$ cat config.mk
export PLATFORM = sky130hd
export DESIGN_NAME = instr_cycle_ctrl
export DESIGN_NICKNAME = d
export VERILOG_FILES = /design/src/rtl/instr_cycle_ctrl.sv
export SDC_FILE = /design/constraint.sdc
export NUM_CORES = 1
export LEC_CHECK = 0
export CAP_MARGIN = 20
export CORE_UTILIZATION = 42
export DETAILED_ROUTE_END_ITERATION = 6
export GPL_ROUTABILITY_DRIVEN = 0
export PLACE_DENSITY = 0.76
export SLEW_MARGIN = 20
export SYNTH_ARGS = -nofsm -noshare
export SYNTH_HDL_FRONTEND = slang
export SYNTH_SLANG_ARGS = --single-unit
$ cat constraint.sdc
create_clock -name clk -period 2.5 [get_ports clk]
set_input_delay 0.625 -clock clk [delete_from_list [all_inputs] [get_ports clk]]
set_output_delay 0.625 -clock clk [all_outputs]
set_load 0.02 [all_outputs]
$ cat src/rtl/instr_cycle_ctrl.sv
// instr_cycle_ctrl: FETCH/DECODE/EXEC/MEM/WB sequencer issuing beat and stage enables for the 16-bit RISC core.
module instr_cycle_ctrl #(
    parameter logic [4:0] HALT_OP = 5'b11111,
    parameter logic [4:0] NOP_OP  = 5'b11110
) (
    input  logic       clk,
    input  logic       rst,
    input  logic       start,
    input  logic [4:0] opcode,
    input  logic       mem_ready,
    input  logic       zero,
    output logic [3:0] beat,
    output logic       mem_rd,
    output logic       mem_wr,
    output logic       ir_load,
    output logic       pc_inc,
    output logic       pc_load,
    output logic       reg_we,
    output logic       halted,
    output logic       illegal
);
    typedef enum logic [2:0] {S_IDLE, S_FETCH, S_DECODE, S_EXEC, S_MEM, S_WB, S_HALT} state_t;

    state_t r_state, w_next;

    logic w_alu, w_ld, w_st, w_jmp, w_jz, w_nop, w_halt, w_ill;

    assign w_alu  = opcode[4:3] == 2'b00;
    assign w_ld   = opcode == 5'b01000;
    assign w_st   = opcode == 5'b01001;
    assign w_jmp  = opcode == 5'b01010;
    assign w_jz   = opcode == 5'b01011;
    assign w_nop  = opcode == NOP_OP;
    assign w_halt = opcode == HALT_OP;
    assign w_ill  = !(w_alu || w_ld || w_st || w_jmp || w_jz || w_nop || w_halt);

    always_comb begin
        w_next = r_state;
        case (r_state)
            S_IDLE:   w_next = start ? S_FETCH : S_IDLE;
            S_FETCH:  w_next = mem_ready ? S_DECODE : S_FETCH;
            S_DECODE: w_next = w_halt ? S_HALT : S_EXEC;
            S_EXEC:   w_next = w_alu ? S_WB : (w_ld || w_st) ? S_MEM : S_FETCH;
            S_MEM:    w_next = !mem_ready ? S_MEM : w_ld ? S_WB : S_FETCH;
            S_WB:     w_next = S_FETCH;
            S_HALT:   w_next = start ? S_FETCH : S_HALT;
            default:  w_next = S_IDLE;
        endcase
    end

    // State-only outputs are registered from the next state so they line up with it.
    always_ff @(posedge clk) begin
        if (rst) begin
            r_state <= S_IDLE;
            beat    <= 4'b0000;
            mem_rd  <= 1'b0;
            mem_wr  <= 1'b0;
            reg_we  <= 1'b0;
            halted  <= 1'b0;
        end else begin
            r_state <= w_next;
            beat    <= (w_next == S_FETCH)  ? 4'b0001 :
                       (w_next == S_DECODE) ? 4'b0010 :
                       (w_next == S_EXEC || w_next == S_MEM) ? 4'b0100 :
                       (w_next == S_WB)     ? 4'b1000 : 4'b0000;
            mem_rd  <= w_next == S_FETCH || (w_next == S_MEM && w_ld);
            mem_wr  <= w_next == S_MEM && w_st;
            reg_we  <= w_next == S_WB;
            halted  <= w_next == S_HALT;
        end
    end

    // IR is only valid from DECODE and zero only in EXEC, so these decode live.
    assign ir_load = r_state == S_FETCH && mem_ready;
    assign pc_inc  = r_state == S_FETCH && mem_ready;
    assign pc_load = r_state == S_EXEC && (w_jmp || (w_jz && zero));
    assign illegal = r_state == S_DECODE && w_ill;
endmodule

==> results_dict.tcl <==
set metrics [dict create \
    track_usage_pct 19.51 \
    core_um2 1301 \
    start_util_pct 45.58 \
    wl_per_cell_um 11.42 \
    busiest_layer "met2" \
    synth_edf_count 0 \
    clk_pin_slew_worst_paths_ns 0.07 \
    hold_depth 2 \
    die_x_um 39.58 \
    yosys.area_share.simple_pct 40.72 \
    seq_area_um2 220.2 \
    ys_seq_area_share_pct 37.13 \
    hold_viol 0 \
    rr_endpoint "beat[2]" \
    met2_usage_pct 30.33 \
    drive_gt1_share_pct 25.93 \
    pin_count 22 \
    drc 0 \
    r2r_slack_ns 0.82 \
    firstDrtPassIters 4 \
    grt_pass1_vias 516 \
    grt_max_degree 11 \
    syn_nets 81 \
    period_minus_slack_ns 2.395 \
    syn2layout_area_growth_pct 58.86 \
    nNetsFinal 119 \
    rsz0062_at_grt "no" \
    worstHoldStart "r_state[2]" \
    drt-initial-drc-count 19 \
    fin_tns_setup_ns 0 \
    ys.flop_type "dfxtp_1" \
    antenna_found_initial 0 \
    crit_type "input port to register" \
    peakVddDrop_mv 0.3576 \
    fin_ws_ns 0.1048 \
    fin_util_pct 72.40 \
    clock_path_buffers 2 \
    ys_seq_elements 11 \
    final_cell_area_um2 942.2 \
    drv_slew 0 \
    async_flop_share_pct 0 \
    status "complete, no violations" \
    holdPathEnd "beat[2]" \
    yosys.area_share.adder_pct 0 \
    cp.arrival_ns 2.56 \
    fillers 109 \
    dpl_worst_slack_ns -0.3096 \
    cap_violations 0 \
    synthDistinctLibCells 31 \
    dpl_cell_area_um2 914.6 \
    post-cts-setup-buffers 0 \
    p_leak_nw 0.3995 \
    synth-compound-area-share_pct 16.88 \
    setup_viol 0 \
    multi_input_area_um2 355.3 \
    vias 649 \
    syn_inst 71 \
    routed_wirelength_um 1405 \
    synth_largest_area_cell "dfxtp_1" \
    fmax_mhz 417.5 \
    numCtsBuffers 3 \
    synthXorXnorAreaFrac_pct 0 \
    r2r_cells 6 \
    hold_class "register to register" \
    antenna_left 0 \
    crit_fanout 5 \
    synth_area_per_cell_um2 8.353 \
    die_area_um2 1566 \
    critPathLaunchType "input port" \
    grt_pass1_wl_um 1980 \
    cts_root_buffer "clkbuf_4" \
    reg2reg_from "r_state[0]" \
    grt_overflow_total 0 \
    cts_tree "yes" \
    clock_sinks 11 \
    syn_area_um2 593.1 \
    grt_use_met1_pct 21.02 \
    synth.mux.area_fraction_pct 0 \
    antenna_cells 0 \
    vias_per_cell 5.276 \
    tightest_slew_ns 0.3766 \
    clkLatencyLatePin_ns 0.27 \
    cp-startpoint "opcode[4]" \
    rows 13 \
    synth_top_family_by_area "simple AND/OR/NAND/NOR gates" \
    synth_common_cells "dfxtp_1, nor2_1, a21oi_1" \
    hpwl_um 1097 \
    die_y_um 39.58 \
    synth_warnings 0 \
    htreeDepth 1 \
    end_kind "register" \
    port_buffers 21 \
    synth_area_leaders "dfxtp_1, nor2_1, a21oi_1" \
    slew_headroom_pct 74.70 \
    synth_top_area_share_pct 37.13 \
    cp.required_ns 2.67 \
    fin_skew_ns 0.007816 \
    min_period_over_period_pct 95.81 \
    gr-usage-met3_pct 9.091 \
    powerDensity_nw_per_um2 511.7 \
]
==> per-layer routing <==
metal  part of all wire [%]  vias up  wire length (µm)
met1                     42      296               591
met2                     53       18               742
met4                   0.71        0                10
li1                       -      333                 -
met3                    4.3        2                60
met5                      0        -                 0
==> state kept, by name (all words and copies together) (netlist names) <==
register,count
mem_rd,1
r_state,3
halted,1
reg_we,1
beat,4
mem_wr,1
==> cells by family after synthesis <==
family	count (synthesis)
flip-flops	11
buffers and inverters	6
AND/OR/NAND/NOR	40
AO/OA/AOI/OAI	14
==> what timing repair did <==
action                                  CTS  global route
resized for setup                         5             8
hold buffers                              0             0
endpoints found under the setup margin    4             9
==> critical path, stage by stage <==
cell and delay [ns]:
clkdlybuf4s50_1 0.42, buf_4 0.15, buf_4 0.14, or4b_4 0.54, o21ai_2 0.14, a31oi_2 0.14
and2_4 0.20, a32o_1 0.21
==> cell usage in the layout (no fill, tap or decap), drive strengths merged, types with 2 or more instances in the layout <==
master and count:
nand2b 4, a21oi 5, nor4 2, nor3 4, buf 15, nand2 4
inv 3, nor2 11, and2 2, clkdlybuf4s50 17, nand3b 3, dfxtp 11
nor2b 2, and4 3, dlygate4sd2 2, clkbuf 6
==> cell type report <==
cell class	instances	area share, %
timing repair buffer	36	32.93
multi-input combinational	54	37.72
inverter	3	1.195
tap	15	1.992
sequential	11	23.37
clock buffer	4	2.789
==> metrics by stage <==
stage	cells	hold slack [ns]	power [mW]
2_1_floorplan	71	0.6401	0.2862
3_5_place_dp	119	0.7725	0.3665
4_1_cts	123	0.7813	0.4837
6_report	123	0.8024	0.4821
3_3_place_gp	119	0.7304	0.3636
5_1_grt	123	0.8255	0.5055
==> worst max-delay path by stage <==
stage	to	slack [ns]	depth (start not counted)
floorplan	illegal	0.36	2
global placement	illegal	-0.27	4
detailed placement	illegal	-0.31	4
CTS	illegal	0.002	4
global route	mem_rd	0.04	8
finish	mem_rd	0.10	8
==> power breakdown <==
part           switching, mW  internal [mW]
logic                 0.0805         0.0832
clock network         0.0592         0.0619
registers            0.00776          0.190
(Power assumes the default switching activity.)
